--- src/rtl/ultrasonic_ranger.sv ---
// ultrasonic_ranger: HC-SR04 trigger/echo ranging to whole centimetres and a 3-bit note band (optional MEDIAN3_EN median-of-three filter)
module ultrasonic_ranger #(
  parameter int TRIG_CYCLES    = 500,
  parameter int PERIOD_CYCLES  = 3000000,
  parameter int TIMEOUT_CYCLES = 1500000,
  parameter int CYCLES_PER_CM  = 2900,
  parameter int DIST_W         = 9,
  parameter int NOTE_BASE_CM   = 5,
  parameter int BAND_CM        = 5
) (
  input  logic              clock,
  input  logic              resetn,
  input  logic              enable,
  input  logic              echo,
  output logic              trig,
  output logic [DIST_W-1:0] distance_cm,
  output logic [2:0]        note,
  output logic              hand_present,
  output logic              sample_valid,
  output logic              timeout
);
  typedef enum logic [2:0] {IDLE, TRIG, WAIT_RISE, MEASURE, DONE, HOLD} state_t;
  localparam int PW = $clog2(PERIOD_CYCLES + 1);
  localparam int TW = $clog2(TIMEOUT_CYCLES + 1);
  localparam int SW = $clog2(CYCLES_PER_CM + 1);
  localparam logic [DIST_W-1:0] D_MAX = '1;
  state_t            state_q, state_d;
  logic [PW-1:0]     per_q, per_d;
  logic [TW-1:0]     tmo_q, tmo_d;
  logic [SW-1:0]     sub_q, sub_d;
  logic [DIST_W-1:0] cm_q, cm_d, dist_q, dist_d, raw, filt;
  logic [2:0]        echo_q, echo_d, note_q, note_d, band_note;
  logic              tof_q, tof_d, hand_q, hand_d, valid_q, valid_d, tout_q, tout_d;
  logic              rise, fall, tmo_end, sub_end, filt_ovr, band_hand;
  assign rise    = echo_q[1] & ~echo_q[2];
  assign fall    = ~echo_q[1] & echo_q[2];
  assign tmo_end = tmo_q == TW'(TIMEOUT_CYCLES - 1);
  assign sub_end = sub_q == SW'(CYCLES_PER_CM - 1);
  assign raw     = tof_q ? D_MAX : cm_q;
`ifdef MEDIAN3_EN
  logic [DIST_W-1:0] h0_q, h0_d, h1_q, h1_d;
  function automatic logic [DIST_W-1:0] med3(input logic [DIST_W-1:0] a, b, c);
    logic [DIST_W-1:0] lo, hi;
    lo = a < b ? a : b;
    hi = a < b ? b : a;
    return c < lo ? lo : (c > hi ? hi : c);
  endfunction
  assign filt     = med3(raw, h0_q, h1_q);
  assign filt_ovr = 1'b0;
  // Shift the raw distance into the two-deep history once per completed sample
  always_comb begin
    h0_d = state_q == DONE ? raw : h0_q;
    h1_d = state_q == DONE ? h0_q : h1_q;
  end
  // History register, cleared by reset
  always_ff @(posedge clock or negedge resetn) begin
    if (!resetn) begin
      h0_q <= '0;
      h1_q <= '0;
    end else begin
      h0_q <= h0_d;
      h1_q <= h1_d;
    end
  end
`else
  assign filt     = raw;
  assign filt_ovr = tof_q;
`endif
  // Comparator chain mapping the reported distance onto the eight note bands
  always_comb begin
    band_note = '0;
    for (int k = 1; k < 8; k++)
      band_note = (32'(filt) >= 32'(NOTE_BASE_CM + k * BAND_CM)) ? 3'(k) : band_note;
    band_hand = !filt_ovr && 32'(filt) >= 32'(NOTE_BASE_CM) && 32'(filt) < 32'(NOTE_BASE_CM + 8 * BAND_CM);
  end
  // Ranging FSM: trigger, wait for echo, count centimetres, publish, hold out the period
  always_comb begin
    state_d = state_q;
    per_d   = state_q == IDLE ? per_q : (per_q == PW'(PERIOD_CYCLES - 1) ? '0 : per_q + 1'b1);
    tmo_d   = tmo_q;
    sub_d   = sub_q;
    cm_d    = cm_q;
    tof_d   = tof_q;
    echo_d  = {echo_q[1:0], echo};
    dist_d  = dist_q;
    note_d  = note_q;
    hand_d  = hand_q;
    tout_d  = tout_q;
    valid_d = 1'b0;
    case (state_q)
      IDLE: begin
        state_d = enable ? TRIG : IDLE;
        per_d   = '0;
      end
      TRIG: begin
        tmo_d   = '0;
        sub_d   = '0;
        cm_d    = '0;
        tof_d   = 1'b0;
        state_d = per_q == PW'(TRIG_CYCLES - 1) ? WAIT_RISE : TRIG;
      end
      WAIT_RISE: begin
        tmo_d   = tmo_q + 1'b1;
        state_d = rise ? MEASURE : (tmo_end ? DONE : WAIT_RISE);
        tof_d   = !rise && tmo_end;
      end
      MEASURE: begin
        tmo_d   = tmo_q + 1'b1;
        sub_d   = sub_end ? '0 : sub_q + 1'b1;
        cm_d    = (sub_end && cm_q != D_MAX) ? cm_q + 1'b1 : cm_q;
        state_d = (fall || tmo_end) ? DONE : MEASURE;
        tof_d   = !fall && tmo_end;
      end
      DONE: begin
        state_d = HOLD;
        valid_d = 1'b1;
        dist_d  = filt;
        hand_d  = band_hand;
        note_d  = band_hand ? band_note : '0;
        tout_d  = tof_q;
      end
      HOLD: begin
        state_d = per_q == PW'(PERIOD_CYCLES - 1) ? (enable ? TRIG : IDLE) : HOLD;
      end
      default: state_d = IDLE;
    endcase
  end
  // State, counters, synchroniser and output registers; reset aborts at once
  always_ff @(posedge clock or negedge resetn) begin
    if (!resetn) begin
      state_q <= IDLE;
      per_q   <= '0;
      tmo_q   <= '0;
      sub_q   <= '0;
      cm_q    <= '0;
      tof_q   <= 1'b0;
      echo_q  <= '0;
      dist_q  <= '0;
      note_q  <= '0;
      hand_q  <= 1'b0;
      valid_q <= 1'b0;
      tout_q  <= 1'b0;
    end else begin
      state_q <= state_d;
      per_q   <= per_d;
      tmo_q   <= tmo_d;
      sub_q   <= sub_d;
      cm_q    <= cm_d;
      tof_q   <= tof_d;
      echo_q  <= echo_d;
      dist_q  <= dist_d;
      note_q  <= note_d;
      hand_q  <= hand_d;
      valid_q <= valid_d;
      tout_q  <= tout_d;
    end
  end
  assign trig         = state_q == TRIG;
  assign distance_cm  = dist_q;
  assign note         = note_q;
  assign hand_present = hand_q;
  assign sample_valid = valid_q;
  assign timeout      = tout_q;
endmodule
--- config.mk ---
export PLATFORM = sky130hd
export DESIGN_NAME = ultrasonic_ranger
export DESIGN_NICKNAME = d
export VERILOG_FILES = /design/src/rtl/ultrasonic_ranger.sv
export SDC_FILE = /design/constraint.sdc
export NUM_CORES = 1
export LEC_CHECK = 0
export ABC_AREA = 0
export CAP_MARGIN = 40
export CORE_UTILIZATION = 40
export DETAILED_ROUTE_END_ITERATION = 10
export MAX_ROUTING_LAYER = met4
export SYNTH_ARGS = -nofsm -noshare
export SYNTH_HDL_FRONTEND = slang
export SYNTH_SLANG_ARGS = --single-unit
--- constraint.sdc ---
create_clock -name clock -period 2.35 [get_ports clock]
set_input_delay 0.47 -clock clock [delete_from_list [all_inputs] [get_ports clock]]
set_output_delay 0.47 -clock clock [all_outputs]
set_load 0.1 [all_outputs]
# After elaboration in Yosys (flattened, before gate mapping)
# Cells that the tools add are included.
dict set report op_classes {
  n_addsub 4
  order_cmp 9
  eq_ne 11
  n_mux 25
  bitwise_logic 4
  reduce_logical 15
}
# op n
set op_table {}
lappend op_table {{22-bit two-way mux} 2}
lappend op_table {{21-bit case mux with 2 select lines} 1}
lappend op_table {{9-bit by 5-bit greater-or-equal comparator with 1-bit output (second input constant)} 3}
lappend op_table {{3-bit two-way mux} 9}
lappend op_table {{12-bit case mux with 2 select lines} 1}
lappend op_table {{22-bit by 1-bit adder with 22-bit output (second input constant)} 1}
lappend op_table {{22-bit == test (second input constant)} 1}
lappend op_table {{22-bit by 9-bit == test with 1-bit output (second input constant)} 1}
lappend op_table {{21-bit by 1-bit adder with 21-bit output (second input constant)} 1}
lappend op_table {{21-bit == test (second input constant)} 1}
lappend op_table {{9-bit by 4-bit greater-or-equal comparator with 1-bit output (second input constant)} 2}
lappend op_table {{9-bit by 6-bit greater-or-equal comparator with 1-bit output (second input constant)} 2}
lappend op_table {{9-bit two-way mux} 2}
lappend op_table {{3-bit case mux with 6 select lines} 1}
lappend op_table {{9-bit case mux with 2 select lines} 1}
lappend op_table {{12-bit by 1-bit adder with 12-bit output (second input constant)} 1}
lappend op_table {{12-bit == test (second input constant)} 1}
lappend op_table {{12-bit two-way mux} 1}
lappend op_table {{9-bit by 1-bit adder with 9-bit output (second input constant)} 1}
lappend op_table {{9-bit by 3-bit greater-or-equal comparator with 1-bit output (second input constant)} 1}
lappend op_table {{9-bit by 6-bit < comparator with 1-bit output (second input constant)} 1}
lappend op_table {{9-bit inequality test (second input constant)} 1}
lappend op_table {{3-bit by 2-bit == test with 1-bit output (second input constant)} 2}
lappend op_table {{3-bit == test (second input constant)} 2}
lappend op_table {{15 further kinds} 28}
dict set report totals {
  ff_bits 86
  input_bits 4
  out_inout_bits 16
  word_cells 80
}

# Longest topological paths before layout
dict set report logic_depth {
  word_depth 10
  ltp_mapped 9
  depth_no_buf 8
}

# Worst setup path after synthesis
# OpenSTA, ideal clock, no wires.
dict set report synth_timing {
  path_type {reg-to-reg}
  startpoint {register cm_q[2]}
  endpoint {register cm_q[5]}
  setup_ns 0.066
  arrival_time_ns 1.960
  required_time_ns 2.284
  setup_slack_ns 0.324
  path_stages_with_launch 9
  n_path_buf 1
  period_less_slack_ns 2.026
  cell_sequence {dfrtp_1 > clkbuf_1 > nand3_1 > nor2_1 > ha_1 > nor4bb_1 > nand4_1 > or4_1 > nand2_1}
}
dict set report synth_between {
  elab_chain_len 4
  elab_cells_between_ends 7
  cone_classes {add/sub: 1; eq/ne: 2; mux: 2; reduce/logical: 2}
}
# item line_no
set synth_lines {}
lappend synth_lines {{start, declared} 31} ;# logic [DIST_W-1:0] cm_q, cm_d, dist_q, dist_d, raw, filt;
lappend synth_lines {{start signal, assigned} 148} ;# cm_q <= cm_d;
lappend synth_lines {{branches (longest 4 deep; another with 9-bit by 1-bit adder with 9-bit output)} --}
# Several ways; the timed one is not identified. The select of a mux whose other input is x is not followed.
# A chain may end at the register's enable or synchronous reset.

# Worst setup path after layout
dict set report layout_timing {
  startpoint {register cm_q[0]}
  endpoint {register cm_q[3]}
}
# Same word-level chain as after synthesis.

==> summary.md <==
| Metric | Value |
|---|---|
| Core ar. | around 11,000 µm² |
| Clock share of power | 49.9% |
| Logic pwr share | 1.4% |
| I/O pin cnt | 20 |
| Post-Synth Adder-Cell Area | 1.35% |
| Crit path launch | cm_q[0] |
| Synth area leader | dfrtp_1 |
| Worst Skew | a little over 0.007 ns |
| Worst Hold Class | input port to asynchronous set/reset pin |
| DRC viols | 0 |
| Synth Net Count | between 500 and 600 |
| Via density | between 5 and 6 |
| Share of layout cells above drive strength 1 | roughly 14% |
| Antenna violations before repair | 0 |
| Worst Tran Pin Value | around 0.73 ns |
| Root buf cell | clkbuf_16 |
| Max Cap Viol | 0 |
| Average routed wire per standard cell | around 15 µm |
| Required time of the critical path | about 2.6 ns |
| Largest family of logic cells by synthesized area | simple AND/OR/NAND/NOR gates |
| RR Endpoint | cm_q[3] |
| Total grt overflow | 0 |
| Vias in the first global route | 3,735 |
| CP startpoint kind | flop |
| IO buf count | 19 |
| FMAX | around 450 MHz |
| Hpwl dp | between 6 and 7 mm |
| Die area | ~12,000 µm² |
| Critical R2R Launch | cm_q[0] |
| CTS tree | built |
| Power per Cell Area | ~570 nW/µm² |
| Synth Area in Simple Gates | a little over a quarter |
| Crit path kind | flop to flop |
| Register bit total from synthesis | 86 |
| Complex-gate fraction of the synthesized area | between 10% and 20% |
| Tcrit/Tclk final | between 90% and 100% |
| H-tree depth | 3 |
| XOR/XNOR Fraction of Synth Area | 2.27% |
| Area Growth Syn to Fin | 15.9% |
| Reg clk slew, reported paths | around 0.060 ns |
| Depth of the worst register-to-register path | 9 |
| CP Cell Sequence | ha_1 > nand3_2 > nor2_1 > ha_1 > nor4bb_1 > nand4_1 > buf_6 > or4_1 > nand2_1 |
| Mapped Cells | a little over 500 |
| CTS Buf Count | 9 |
| Sw frac | slightly above 20% |
| Die Wd | between 100 and 150 µm |
| Slowest CP cell | or4_1 |
| Leakage Power | approximately 2.3 nW |
| First-pass GRT wire length | 17.6 mm |
| Post-route setup slack | 0.128 ns |
| Starting Density | between 40% and 50% |
| Setup TNS | 0 ns |
| Setup violations, final | 0 |
| Max_slew headroom | about half |
| Overall Global Routing Usage | between 10% and 20% |
| Post-synth EDFFs | 0 |
| Synth top area cells | dfrtp_1 (47%), nand2_1 (4.5%), o21ai_0 (4.4%), nor2_1 (3.7%), nand3_1 (3.0%) |
| Crit end category | flop |
| Post-Syn Area | about 4600 µm² |
| Clk_lat worst skew | between 0.3 and 0.4 ns |
| Via count | between 3,000 and 4,000 |
| Prevailing post-synth register cell | dfrtp_1 |
| Register area share after synthesis | between 40% and 50% |
| Yosys cell types | 57 |
| Int Pwr | roughly 2.4 mW |
| Final Net Count | between 500 and 600 |
| Synthesis Warnings | 0 |
| Most used cell, CP | ha_1 |
| CTS sink cnt | 86 |
| Post-route ant nets | 0 |
| Sequential power share | roughly half |
| Pre-CTS setup slack | roughly 0.13 ns |
| Count of final hold-check violations | 0 |
| Antenna diodes | 0 |
| Async S/R FF share, synth | 100% |
| Multiplexer share of the synthesized area | 1.11% |
| CP max FO | 8 |
| Syn avg cell area | between 8 and 9 µm² |
| Gpl congestion | ~0.81 |
| Final Util | between 40% and 50% |
| Maximum VDD drop | ~0.39 mV |
| Die Height | 109 µm |
| DRT Pass-1 Iters | 4 |
| Total Routed Length | just over 10 mm |
| Final Max Slew Viols | 0 |
| Switch Pwr | roughly 630 µW |
| DRT iter0 DRCs | between 150 and 200 |
| Crit-path max cell delay | between 0.4 and 0.5 ns |
| Status | complete, no violations |
| Cell row count | 38 |
| Largest net degree at the start of global routing | 43 |
| R2r setup slk | 0.13 ns |
| Final min period | 2.22 ns |
| Top-area cell type share of the netlist area | a little under half |
| Post-CTS Hold Fix Bufs | 0 |
| CP arrival | 2.50 ns |
| Clock buffer depth | 2 |
per-stage QoR:
| stage | hold WS (ns) | power (mW) | std cells | cell area, µm² |
|---|---|---|---|---|
| after global placement | 0.338 | 1.56 | 666 | 5010 |
| after CTS | 0.0119 | 3.08 | 682 | 5320 |
| after detailed placement | 0.335 | 1.56 | 666 | 5010 |
| after floorplan | 0.174 | 1.52 | 516 | 4620 |
| final | 0.00544 | 3.04 | 686 | 5360 |
| after global routing | 0.0181 | 3.16 | 686 | 5360 |
registers in the layout, indices dropped and copies added, names as in the netlist:
register,flops
distance_cm,9
hand_present,1
filt_ovr,1
timeout,1
sample_valid,1
per_q,22
sub_q,12
cm_q,9
state_q,3
tmo_q,21
echo_q,3
note,3
critical path, delay by kind of cell (launching register included):
family / cells / cell delay, ns
adder cells (fa/ha/maj): 2 / 0.41
flip-flops: 1 / 0.38
buffers and inverters: 1 / 0.19
AND/OR/NAND/NOR: 6 / 1.19
power by group through the flow:
stage | sequential, mW | combinational (mW) | clock [mW]
after global placement | 1.51 | 0.0450 | 0
after detailed placement | 1.51 | 0.0452 | 0
final | 1.48 | 0.0425 | 1.52
after global routing | 1.48 | 0.0499 | 1.62
after floorplan | 1.51 | 0.00346 | 0
after CTS | 1.48 | 0.0454 | 1.55
metal layers:
metal  wire length [µm]  track usage [%]  up-vias  part of all wire, %
li1                   -                -     1959                    -
met1               5030             25.0     1927                   49
met2               4760             30.0       55                   47
met3                290             3.20       11                  2.8
met4                157             7.62        0                  1.5
met5                  0                -        -                    0
Yosys cell counts, types with 3 or more instances:
library cell	instances
nand3_2	3
nand3_1	28
and3_1	8
o211ai_1	9
and4_1	9
nor2_1	46
buf_2	6
or3_1	10
xnor2_1	11
dfrtp_1	86
o21ai_0	41
nor3_1	12
nor4_1	11
nand4_1	11
clkbuf_1	23
a22o_1	5
nand2_1	56
a31oi_1	21
ha_1	5
nor2b_1	3
mux2i_1	4
a31o_2	6
a21oi_1	22
inv_1	17
nor4bb_1	5
a41oi_1	4
nand2b_1	7
or4_1	11
cells by family after synthesis:
family	Yosys count
AO/OA/AOI/OAI	129
XOR/XNOR	12
adder cells (fa/ha/maj)	5
buffers and inverters	47
flip-flops	86
multiplexers	5
AND/OR/NAND/NOR	232
area by class of cell:
type,count,area [µm²]
Clock inverter,7,88.8
Fill cell,1062,5670
Sequential cell,86,2150
Tap cell,140,175
Multi-Input combinational cell,383,2290
Timing Repair Buffer,44,362
Inverter,17,63.8
Clock buffer,9,225
worst max-delay path by stage:
| stage | to | slack (ns) |
|---|---|---|
| 6_report | cm_q[3] | 0.13 |
| 5_1_grt | cm_q[3] | -0.03 |
| 4_1_cts | cm_q[7] | 0.12 |
| 3_5_place_dp | cm_q[3] | 0.13 |
| 3_3_place_gp | cm_q[7] | 0.23 |
| 2_1_floorplan | cm_q[5] | 0.32 |
placed cells by master, fill, tap and decap left out, types with 10 or more instances in the layout:
cell / Yosys / routed
dfrtp_1: 86 / 86
nand2_1: 56 / 56
nor2_1: 46 / 46
o21ai_0: 41 / 41
buf_4: 0 / 38
nand3_1: 28 / 27
a21oi_1: 22 / 22
a31oi_1: 21 / 21
inv_1: 17 / 17
nor3_1: 12 / 12
nand4_1: 11 / 11
or4_1: 11 / 11
nor4_1: 11 / 11
xnor2_1: 11 / 11
or3_1: 10 / 10
repair_timing:
action / in CTS / in global routing
gates resized for setup: 0 / 2
setup buffers: 0 / 3
endpoints found under the setup margin: 0 / 3
Note: power is estimated with default switching activity, not from simulation.
